File: config.mk
export PLATFORM = sky130hd
export DESIGN_NAME = gray_codec_pipe
export DESIGN_NICKNAME = d
export VERILOG_FILES = /design/src/rtl/gray_codec_pipe.sv
export SDC_FILE = /design/constraint.sdc
export NUM_CORES = 1
export LEC_CHECK = 0
export BUFFER_PORTS_ARGS = -buffer_cell sky130_fd_sc_hd__buf_2
export CORE_UTILIZATION = 38
export CTS_CLUSTER_SIZE = 14
export DETAILED_ROUTE_END_ITERATION = 8
export SYNTH_ARGS = -nofsm -noshare
export SYNTH_HDL_FRONTEND = slang
export SYNTH_SLANG_ARGS = --single-unit
File: constraint.sdc
create_clock -name clk_i -period 3.6 [get_ports clk_i]
set_clock_uncertainty 0.2 [all_clocks]
set_input_delay 0.72 -clock clk_i [delete_from_list [all_inputs] [get_ports clk_i]]
set_output_delay 0.72 -clock clk_i [all_outputs]
set_load 0.02 [all_outputs]
File: src/rtl/gray_codec_pipe.sv
// gray_codec_pipe -- two-stage valid/ready pipeline that converts words
// between binary and Gray code, or emits a free-running Gray counter.
//
// Stage 1 holds the accepted word and its mode. Stage 2 holds the converted
// result that drives data_o.
//
// Ports
//   clk_i        clock, all state changes on the rising edge
//   rst_i        synchronous active-high reset
//   mode_i       00 passthrough, 01 bin->Gray, 10 Gray->bin, 11 Gray counter
//   data_i       input word (ignored in mode 11)
//   in_valid_i   upstream offers a beat
//   in_ready_o   block can accept a beat this cycle
//   data_o       converted word
//   out_valid_o  data_o holds a beat
//   out_ready_i  downstream accepts the beat on data_o
//   parity_o     XOR of data_o bits (only with GRAY_CODEC_PIPE_PARITY_EN)
//
// Optional feature macro: GRAY_CODEC_PIPE_PARITY_EN adds the registered
// parity_o output. Without it the port and its register do not exist.
module gray_codec_pipe #(
  parameter int WIDTH = 8
) (
  input  logic             clk_i,
  input  logic             rst_i,
  input  logic [1:0]       mode_i,
  input  logic [WIDTH-1:0] data_i,
  input  logic             in_valid_i,
  output logic             in_ready_o,
  output logic [WIDTH-1:0] data_o,
  output logic             out_valid_o,
  input  logic             out_ready_i
`ifdef GRAY_CODEC_PIPE_PARITY_EN
  ,
  output logic             parity_o
`endif
);

  localparam logic [1:0] MODE_PASS = 2'b00;
  localparam logic [1:0] MODE_B2G  = 2'b01;
  localparam logic [1:0] MODE_G2B  = 2'b10;
  localparam logic [1:0] MODE_GCNT = 2'b11;

  function automatic logic [WIDTH-1:0] bin_to_gray(input logic [WIDTH-1:0] b);
    return b ^ (b >> 1);
  endfunction

  // Each binary bit is the XOR of all Gray bits at or above it, so the
  // result is built from the MSB downwards.
  function automatic logic [WIDTH-1:0] gray_to_bin(input logic [WIDTH-1:0] g);
    logic [WIDTH-1:0] b;
    b = '0;
    b[WIDTH-1] = g[WIDTH-1];
    for (int k = WIDTH - 2; k >= 0; k--) begin
      b[k] = b[k+1] ^ g[k];
    end
    return b;
  endfunction

  logic             v1;
  logic [1:0]       m1;
  logic [WIDTH-1:0] d1;
  logic             v2;
  logic [WIDTH-1:0] d2;
  logic [WIDTH-1:0] cnt;
  logic             ready2;
  logic             accept;
  logic [WIDTH-1:0] conv;

  // Stage 2 can take a new word when empty or when its word leaves this
  // cycle; stage 1 can take one when empty or when it moves into stage 2.
  assign ready2      = !v2 || out_ready_i;
  assign in_ready_o  = !v1 || ready2;
  assign accept      = in_valid_i && in_ready_o;
  assign data_o      = d2;
  assign out_valid_o = v2;

  // Conversion of the stage-1 word. In counter mode stage 1 already holds
  // the sampled binary counter value, so it only needs Gray encoding.
  always_comb begin
    conv = d1;
    case (m1)
      MODE_PASS: conv = d1;
      MODE_B2G:  conv = bin_to_gray(d1);
      MODE_G2B:  conv = gray_to_bin(d1);
      MODE_GCNT: conv = bin_to_gray(d1);
      default:   conv = d1;
    endcase
  end

  // Pipeline registers and the Gray counter. The counter is captured into
  // stage 1 at acceptance, so mode and counter value travel with the beat
  // and stalled offers never advance it.
  always_ff @(posedge clk_i) begin
    if (rst_i) begin
      v1  <= 1'b0;
      m1  <= MODE_PASS;
      d1  <= '0;
      v2  <= 1'b0;
      d2  <= '0;
      cnt <= '0;
    end else begin
      if (in_ready_o) begin
        v1 <= in_valid_i;
      end
      if (accept) begin
        m1 <= mode_i;
        if (mode_i == MODE_GCNT) begin
          d1  <= cnt;
          cnt <= cnt + WIDTH'(1);
        end else begin
          d1 <= data_i;
        end
      end
      if (ready2) begin
        v2 <= v1;
        if (v1) begin
          d2 <= conv;
        end
      end
    end
  end

`ifdef GRAY_CODEC_PIPE_PARITY_EN
  logic p2;

  assign parity_o = p2;

  // Parity is registered alongside the stage-2 word so it obeys the same
  // stall and reset behaviour as data_o.
  always_ff @(posedge clk_i) begin
    if (rst_i) begin
      p2 <= 1'b0;
    end else if (ready2 && v1) begin
      p2 <= ^conv;
    end
  end
`endif

endmodule

---- After elaboration in Yosys (flattened, before gate mapping) ----
Index checks and enable logic that the tools add are counted.
word-level totals
  register bits after elaboration ......... 28
  input port bits ......................... 14
operators by class
  add/sub/neg operators ................... 1
  eq/ne operators ......................... 4
  muxes and demuxes ....................... 2
  bitwise operators ....................... 8
  reductions and logical operators ........ 9
operators with widths
  kind                 count
  $pmux 8 s3           1
  $add 8x1->8 const B  1
  $mux 8               1
  $xor 8x7->8          1
  $xor 1x1->1          7
  $eq 2x2->1 const B   3
  $reduce_and 2->1     2
  $eq 2x1->1 const B   1
  $logic_not 1->1      2
  $logic_not 2->1      1
  $logic_or 1x1->1     2
  $reduce_or 2->1      1
  $logic_and 1x1->1    1

---- Longest topological paths before layout ----
Gate-level depths: netlist (run 1).
  depth in word-level cells ............... 8
  mapped depth ............................ 8
  gate-level depth less buffers ........... 6

---- Least setup slack after synthesis (run 1) ----
No wires, ideal clock.
  path type ............................... input to register
  start ................................... in out_ready_i
  end ..................................... reg cnt[5]
  setup time .............................. 0.128 ns
  data arrival time ....................... 2.011 ns
  required time ........................... 3.272 ns
  setup slack ............................. 1.262 ns
  stages .................................. 8
  buffers on the path ..................... 2
  path through ............................ nand3b_1 > and2_1 > buf_2 > nor2b_1 > clkbuf_1 > nand4_1 > xor2_1 > nor2_1
between the ends
  word-level cells in the longest chain between the ends .. 4
RTL lines
  item                        RTL line  source
  start: declaration          32        input logic out_ready_i
  $logic_or 1x1->1            72        assign ready2 = !v2 || out_ready_i;
  $logic_or 1x1->1            73        assign in_ready_o = !v1 || ready2;
  $logic_and 1x1->1           74        assign accept = in_valid_i && in_ready_o;
  $reduce_and 2->1 (no line)  n/a
  end signal: assignment      110       cnt <= cnt + WIDTH'(1);
  end: declaration            65        logic [WIDTH-1:0] cnt;
No other way between the ends.
A chain may end at the register's enable or synchronous reset.

---- Worst setup path after layout (run 1) ----
  start ................................... in out_ready_i
  end ..................................... reg cnt[7]
The elaborated chain is that of the path after synthesis.

==> results of run 1 <==
==> synth_stat cells, drive strengths merged <==
master	count	area [sq um]
dfxtp	28	560.5
nor2	24	90.09
nand2	19	71.32
nand3	14	75.07
xor2	9	78.83
a311oi	8	70.07
clkbuf	8	31.28
mux2i	7	70.07
a21oi	6	30.03
nand4	6	37.54
xnor2	6	60.06
buf	5	27.52
nor3	4	20.02
inv	3	11.26
o311ai	3	26.28
a22oi	2	15.01
and3	2	12.51
nand2b	2	12.51
nand3b	2	15.01
nor2b	2	12.51
a211o	1	8.760
a21o	1	7.510
a31oi	1	6.260
a32oi	1	8.760
and2	1	6.260
ha	1	12.51
mux2	1	11.26
o21ai	1	5.000
xnor3	1	22.52
==> how the worst max path moves through the flow <==
stage                     cells past startpoint      to   startpoint  slack, ps
after floorplan                               8  cnt[5]  out_ready_i       1260
after global placement                        8  cnt[7]  out_ready_i       1130
after detailed placement                      8  cnt[7]  out_ready_i       1070
after CTS                                     8  cnt[7]  out_ready_i       1360
after global routing                          8  cnt[7]  out_ready_i       1150
final                                         8  cnt[7]  out_ready_i       1350
==> state kept, by name, summed over array words and instances (netlist names) <==
name / count
cnt: 8
d1: 8
data_o: 8
m1: 2
out_valid_o: 1
v1: 1
==> critical path: cells and delay by family <==
kind                   cells  cell delay [ps]
buffers and inverters      2              290
AND/OR/NAND/NOR            5             1010
XOR/XNOR                   1              170
==> where the power goes <==
group | internal (mW) | total (mW) | leakage [nW] | switching, mW
registers | 0.324 | 0.343 | 0.229 | 0.0188
logic | 0.0462 | 0.103 | 0.400 | 0.0565
clock network | 0.0978 | 0.194 | 0.0288 | 0.0966
==> layout make-up <==
class	instances	area [sq um]
clock buffers	4	55.05
fillers	355	1849
inverters	3	11.26
repair buffers	24	122.6
flip-flops and latches	28	560.5
multi-input cells	125	785.8
well taps	46	57.56
==> routing by layer <==
layer / vias up / global-route usage [%] / share of wire, %
met2: 15 / 27.28 / 50
met4: 0 / 5.523 / 0.83
met5: - / 0 / 0
met1: 564 / 18.31 / 46
li1: 621 / - / -
met3: 2 / 2.174 / 2.5
==> cell families after synthesis <==
logic type                 Yosys count  synth area share [%]
AOI/OAI and AO/OA                   24                 12.54
xor gates and xnor gates            16                 11.40
adders and majority gates            1                0.8833
buffers and inverters               16                 4.946
muxes                                8                 5.742
DFF                                 28                 39.58
and+or+nand+nor                     76                 24.91
==> parameters.txt, run 1 <==
Parameter                              Value

Synthesis
  Synth Cell Area ... 1416 sq um
  Synthesized Nets ... 184
  Gate count of the mapped netlist ... 169
  Portion of the post-synthesis area used by sequential elements ... 39.58%
  Synthesized area per cell ... 8.381 sq um
  Count of yosys warnings during synthesis ... 0
  Distinct cell type count after synthesis ... 34
  Flip-flop and latch count after synthesis ... 28

Critical path
  Largest fanout on the critical path ... 19
  CP Capture Type ... flop
  Start-to-end type of the worst setup path ... in -> reg
  Worst flop-to-flop path endpoint ... data_o[0]
  Worst stage delay on the critical path ... 490 ps
  Sequence of cells on the critical path ... buf_2 > nand3b_1 > and2_1 > buf_4 > nor2b_1 > nand4_1 > xor2_1 > nor2_1
  Setup slack of the worst register-to-register path ... 1520 ps
  Startpoint of the lowest-slack register-to-register path ... d1[5]
  Critical path launch point type ... input port
  Worst-case reg-to-reg path depth ... 6
  Max stage delay cell, worst path ... sky130_fd_sc_hd__nor2b_1
  Worst path required time ... 3550 ps
  Arrival time worst endpoint ... 2200 ps

Outcome
  Status ... finished clean

Placed design
  Post-placement cell count ... 226
  Dpl cell area ... 1538 sq um
  Final estimated routing congestion in global placement ... 0.7739
  Post-detailed-placement half-perimeter wirelength ... 2034 um
  DP Worst Slack ... 1069 ps
  Count of buffers from port buffering ... 23

STA
  Pins over their slew limit ... 0
  Worst Slack Setup Final ... 1352 ps
  Final period util ... 62.44%
  RSZ-0062 raised after global routing ... no
  Number of setup violations in the final report ... 0
  Relative slew margins ... 64.09%
  Maximum clock frequency ... 0.4449 GHz
  Minimum clock period after layout ... 2248 ps
  Setup tns final ... 0 ps
  Worst Hold Margin ... 262.1 ps
  Tightest Pin Transition ... 537.6 ps
  Final Hold Violating Endpoints ... 0

Finish
  Fraction of final layout cells with drive strength greater than 1 ... 16.85%
  Top library cells by usage in the layout, fill and taps aside ... sky130_fd_sc_hd__dfxtp_1, sky130_fd_sc_hd__nor2_1, sky130_fd_sc_hd__buf_2
  Post-layout net count ... 200
  Core Util, Final ... 46.27%
  Count of placed standard cells in the final layout, fillers left out ... 230
  Antenna diode count ... 0
  Final Cell Area ... 1593 sq um
  Most frequent standard cell in the layout excluding fill and tap cells ... sky130_fd_sc_hd__dfxtp_1
  Area growth from synthesis to final layout ... 12.46%

Detailed routing
  Wire length per cell after detailed routing ... 12.00 um
  Number of remaining DRC errors ... 0
  Wirelength, routed ... 2761 um
  Length of the first detailed-routing pass in iterations ... 4
  DRT iter0 DRCs ... 80
  Via Count ... 1202
  Ratio of routed vias to standard cells ... 5.226
  Number of routed nets with antenna violations ... 0

Global routing
  GRT Resource Usage Total ... 15.26%
  Vias in the first global route ... 1165
  Antenna violations before repair ... 0
  First-pass GRT wire length ... 4912 um
  Grt total ovfl ... 0
  Pin count of the biggest net entering global routing ... 30

Pwr
  Maximum vdd drop ... 157.8 uV
  Cell Pwr Density ... 401.7 nW/um^2
  Design Power ... 0.6399 mW
  Static Leak ... 0.6574 nW

Floorplan
  Count of boundary I/O pins ... 24
  Row Count ... 21
  Effective utilization at floorplan ... 41.15%
  Die Width ... 63.05 um
  Total die area ... 3975 sq um
  Die span in y ... 63.05 um
  Core region area ... 3442 sq um

Hold path
  Min-Delay Endpoint ... data_o[7]
  Worst hold path type ... reg -> reg
  Critical hold path startpoint ... data_o[7]
  Hold path depth ... 2

Clocking
  Setup Fix Bufs, Post-CTS ... 0
  Sink count of the clock tree ... 28
  CTS Root Buffer Type ... sky130_fd_sc_hd__clkbuf_8
  Worst-skew pair later-pin latency ... 270 ps
  Number of buffers between clock root and the deepest sink ... 2
  Clock tree from TritonCTS ... done
  Resized cells post-CTS ... 0
  Cts bufs inserted ... 3
  Number of buffers inserted by hold repair at cts ... 0
  H-Tree Depth ... 1
  Clock-pin slew of the registers on the worst-case setup and hold paths ... 90 ps

Flow run
  Max-Cap Viols ... 0
Power figures use the tool's default switching activity.
==> inputs of run 2 (changes only) <==
--- a/config.mk
+++ b/config.mk
@@ -5,6 +5,7 @@
 export SDC_FILE = /design/constraint.sdc
 export NUM_CORES = 1
 export LEC_CHECK = 0
+export ABC_AREA = 1
 export BUFFER_PORTS_ARGS = -buffer_cell sky130_fd_sc_hd__buf_2
 export CORE_UTILIZATION = 38
 export CTS_CLUSTER_SIZE = 14
==> constraint.sdc (replaced) <==
create_clock -name clk_i -period 1.9 [get_ports clk_i]
set_clock_uncertainty 0.2 [all_clocks]
set_input_delay 0.38 -clock clk_i [delete_from_list [all_inputs] [get_ports clk_i]]
set_output_delay 0.38 -clock clk_i [all_outputs]
set_load 0.02 [all_outputs]
==> parameters.txt, run 2 <==
Parameter                              Value

Synthesis
  Distinct cell type count after synthesis ... 23 (was 34)
  Flip-flop and latch count after synthesis ... 28 (unchanged)
  Top flip-flop cell by instance count after synthesis ... sky130_fd_sc_hd__dfxtp_1 (unchanged)
  Proportion of register bits with asynchronous set or reset after synthesis ... 0% (unchanged)
  Most used standard cells in the synthesized netlist ... sky130_fd_sc_hd__dfxtp_1, sky130_fd_sc_hd__nand2_1, sky130_fd_sc_hd__inv_1, sky130_fd_sc_hd__nand3_1, sky130_fd_sc_hd__o21ai_0 (was sky130_fd_sc_hd__dfxtp_1, sky130_fd_sc_hd__nor2_1, sky130_fd_sc_hd__nand2_1, sky130_fd_sc_hd__nand3_1, sky130_fd_sc_hd__xor2_1)
  Synth Cell Area ... 1393 sq um (was 1416 sq um)
  Proportion of netlist area held by the largest area contributor ... 40.25% (was 39.58%)
  Synthesized area per cell ... 7.291 sq um (was 8.381 sq um)
  Gate count of the mapped netlist ... 191 (was 169)
  Post-synth EDFFs ... 0 (unchanged)
  Cell type contributing the most total cell area after synthesis ... sky130_fd_sc_hd__dfxtp_1 (unchanged)
  Portion of the post-synthesis area used by sequential elements ... 40.25% (was 39.58%)
  Cell types with the largest area share after synthesis ... sky130_fd_sc_hd__dfxtp_1, sky130_fd_sc_hd__nand2_1, sky130_fd_sc_hd__nand3_1, sky130_fd_sc_hd__o21ai_0, sky130_fd_sc_hd__a211oi_1 (was sky130_fd_sc_hd__dfxtp_1, sky130_fd_sc_hd__nor2_1, sky130_fd_sc_hd__xor2_1, sky130_fd_sc_hd__nand2_1, sky130_fd_sc_hd__a311oi_1)
  Synthesized Nets ... 206 (was 184)
  Count of yosys warnings during synthesis ... 0 (unchanged)

STA
  Minimum clock period after layout ... 1687 ps
  Maximum clock frequency ... 0.5926 GHz
  Tightest Pin Transition ... 377.6 ps (was 537.6 ps)
  Worst Slack Setup Final ... 212.6 ps (was 1352 ps)
  Final Hold Violating Endpoints ... 0 (unchanged)
  Final period util ... 88.81%
  Pins over their slew limit ... 0 (unchanged)
  RSZ-0062 raised after global routing ... no (unchanged)
  Number of setup violations in the final report ... 0 (unchanged)
  Relative slew margins ... 74.80% (was 64.09%)
  Setup tns final ... 0 ps (unchanged)

Detailed routing
  Length of the first detailed-routing pass in iterations ... 4 (unchanged)
  DRT iter0 DRCs ... 58 (was 80)
  Ratio of routed vias to standard cells ... 5.246 (was 5.226)
  Number of remaining DRC errors ... 0 (unchanged)
  Number of routed nets with antenna violations ... 0 (unchanged)
  Via Count ... 1364 (was 1202)
  Wirelength, routed ... 3097 um (was 2761 um)
  Wire length per cell after detailed routing ... 11.91 um (was 12.00 um)

Critical path
  Setup slack of the worst register-to-register path ... 210 ps (was 1520 ps)
  Termination of the worst setup path ... data_o[0] (was cnt[7])
  Max stage delay cell, worst path ... sky130_fd_sc_hd__dfxtp_1 (was sky130_fd_sc_hd__nor2b_1)
  Number of cells on the critical path ... 10 (was 8)
  Crit path from ... d1[5] (was out_ready_i)
  Largest fanout on the critical path ... 6 (was 19)
  CP Capture Type ... flop (unchanged)
  Worst-case reg-to-reg path depth ... 10 (was 6)
  Worst stage delay on the critical path ... 440 ps (was 490 ps)
  Worst flop-to-flop path endpoint ... data_o[0] (unchanged)
  Crit-path leading delay family ... simple AND/OR/NAND/NOR gates (unchanged)
  Critical path launch point type ... flop (was input port)
  Start-to-end type of the worst setup path ... reg -> reg (was in -> reg)
  Arrival time worst endpoint ... 1750 ps (was 2200 ps)
  Startpoint of the lowest-slack register-to-register path ... d1[5] (unchanged)
  Critical path's most frequent cell ... sky130_fd_sc_hd__nand2_1
  Worst path required time ... 1960 ps (was 3550 ps)
  Sequence of cells on the critical path ... inv_1 > nand3_2 > nand2_1 > nand2_1 > nand3_1 > nand2_1 > nand2_1 > nand3_1 > nand3_1 > a21oi_1 (was buf_2 > nand3b_1 > and2_1 > buf_4 > nor2b_1 > nand4_1 > xor2_1 > nor2_1)
  Number of buffers and inverters on the critical path ... 1 (was 2)

Pwr
  Switching power of the nets ... 0.3261 mW (was 0.1719 mW)
  Static Leak ... 0.6295 nW (was 0.6574 nW)
  Share of total power in the clock network ... 21.6% (was 30.4%)
  Register share of total power ... 58.9% (was 53.6%)
  Maximum vdd drop ... 365.7 uV (was 157.8 uV)
  Cell Pwr Density ... 689.0 nW/um^2 (was 401.7 nW/um^2)
  Internal cell power ... 0.7705 mW (was 0.4680 mW)
  Net switching share of the total power ... 29.74% (was 26.86%)
  Portion of total power attributed to combinational logic ... 19.5% (was 16.1%)

Clocking
  Sink count of the clock tree ... 28 (unchanged)
  Clock tree from TritonCTS ... done (unchanged)
  Number of buffers between clock root and the deepest sink ... 2 (unchanged)
  Worst-skew pair later-pin latency ... 320 ps (was 270 ps)
  CTS Root Buffer Type ... sky130_fd_sc_hd__clkbuf_4 (was sky130_fd_sc_hd__clkbuf_8)
  Cts bufs inserted ... 3 (unchanged)
  H-Tree Depth ... 1 (unchanged)
  Clock-pin slew of the registers on the worst-case setup and hold paths ... 140 ps (was 90 ps)

Finish
  Post-layout net count ... 231 (was 200)
  Fillers ... 345 (was 355)
  Area growth from synthesis to final layout ... 14.29% (was 12.46%)
  Count of placed standard cells in the final layout, fillers left out ... 260 (was 230)
  Antenna diode count ... 0 (unchanged)
  Fraction of final layout cells with drive strength greater than 1 ... 17.76% (was 16.85%)
  Top library cells by usage in the layout, fill and taps aside ... sky130_fd_sc_hd__nand2_1, sky130_fd_sc_hd__dfxtp_1, sky130_fd_sc_hd__buf_2 (was sky130_fd_sc_hd__dfxtp_1, sky130_fd_sc_hd__nor2_1, sky130_fd_sc_hd__buf_2)

Global routing
  Grt total ovfl ... 0 (unchanged)
  Pin count of the biggest net entering global routing ... 17 (was 30)
  First-pass GRT wire length ... 5250 um (was 4912 um)
  GRT Resource Usage Total ... 16.47% (was 15.26%)
  Vias in the first global route ... 1232 (was 1165)
  Antenna violations before repair ... 0 (unchanged)

Floorplan
  Effective utilization at floorplan ... 40.77% (was 41.15%)
  Core region area ... 3416 sq um (was 3442 sq um)
  Die span in y ... 62.54 um (was 63.05 um)
  Total die area ... 3911 sq um (was 3975 sq um)
  Die Width ... 62.54 um (was 63.05 um)
  Row Count ... 21 (unchanged)
  Count of boundary I/O pins ... 24 (unchanged)

Placed design
  Count of buffers from port buffering ... 23 (unchanged)
  Post-detailed-placement half-perimeter wirelength ... 2360 um (was 2034 um)
  Final estimated routing congestion in global placement ... 0.8494 (was 0.7739)
  DP Worst Slack ... 193.3 ps (was 1069 ps)
  Post-placement cell count ... 257 (was 226)

Hold path
  Worst hold path type ... in -> reg (was reg -> reg)

Flow run
  Max-Cap Viols ... 0 (unchanged)

Outcome
  Status ... finished clean (unchanged)
[run 2: changes by cell type after synthesis, sizes merged, moves of 9 or more]
cell	delta
nor2	-14
inv	+20
xor2	-9
a21oi	+11
a211oi	+12
o21ai	+18
nand2	+12
[run 2: how the worst min path moves through the flow]
stage	startpoint	endpoint	slack, ps	depth (start not counted)
detailed placement	data_o[3]	data_o[3]	250	2
floorplan	cnt[7]	cnt[7]	250	2
finish	data_i[4]	d1[4]	120	3
global placement	data_o[3]	data_o[3]	250	2
global route	data_i[3]	d1[3]	100	3
CTS	data_i[3]	d1[3]	110	3
[run 2: layout make-up]
| type | count | area, sq um | share of cell area (%) |
|---|---|---|---|
| Timing Repair Buffer | 27 | 145.1 | 9.119 |
| Clock buffer | 3 | 22.52 | 1.415 |
| Sequential cell | 28 | 560.5 | 35.22 |
| Tap cell | 46 | 57.56 | 3.616 |
| Inverter | 23 | 86.33 | 5.425 |
| Multi-Input combinational cell | 133 | 719.4 | 45.20 |
[run 2: metrics by stage]
stage          power (mW)  hold WS (ps)  util (%)  cell area, sq um
3_3_place_gp       0.8661         251.2     45.93              1569
3_5_place_dp       0.8708         253.2     45.93              1569
6_report            1.097         116.7     46.59              1592
5_1_grt             1.168         96.40     46.59              1592
4_1_cts             1.110         108.8     46.59              1592
2_1_floorplan      0.8039         250.6         -              1393
[run 2: power by group through the flow]
| stage | clock (mW) | sequential, mW | combinational (mW) |
|---|---|---|---|
| after CTS | 0.251 | 0.646 | 0.213 |
| after global routing | 0.276 | 0.653 | 0.239 |
| after detailed placement | 0 | 0.659 | 0.212 |
| after floorplan | 0 | 0.667 | 0.136 |
| final | 0.237 | 0.646 | 0.213 |
| after global placement | 0 | 0.658 | 0.208 |
[run 2: layer usage]
metal  up-vias  wire length [um]  track usage, %
li1        710                 -               -
met1       615              1425           20.86
met2        34              1488           29.35
met3         5               152           1.642
met4         0                31           4.651
met5         -                 0               0
[run 2: worst reg2reg max path, delay by kind of cell, from the launching register on]
| family | cells | cell delay, ps |
|---|---|---|
| AOI/OAI and AO/OA | 1 | 120 |
| DFF | 1 | 440 |
| and+or+nand+nor | 8 | 740 |
| buffers and inverters | 1 | 130 |
[run 2: kinds of logic (layout without fill, tap and decap cells)]
| group | count (synthesis) | in the layout | share of synthesized area (%) |
|---|---|---|---|
| AOI/OAI and AO/OA | 60 | 60 | 25.16 |
| xor gates and xnor gates | 1 | 1 | 0.6290 |
| and+or+nand+nor | 71 | 71 | 24.98 |
| DFF | 28 | 28 | 40.25 |
| buffers and inverters | 30 | 53 | 8.086 |
| adders and majority gates | 1 | 1 | 0.8983 |
[run 2: timing repair]
action	CTS	global route
setup buffers	0	0
endpoints found under the setup margin	0	1
gates resized for setup	0	0
hold buffers	0	0
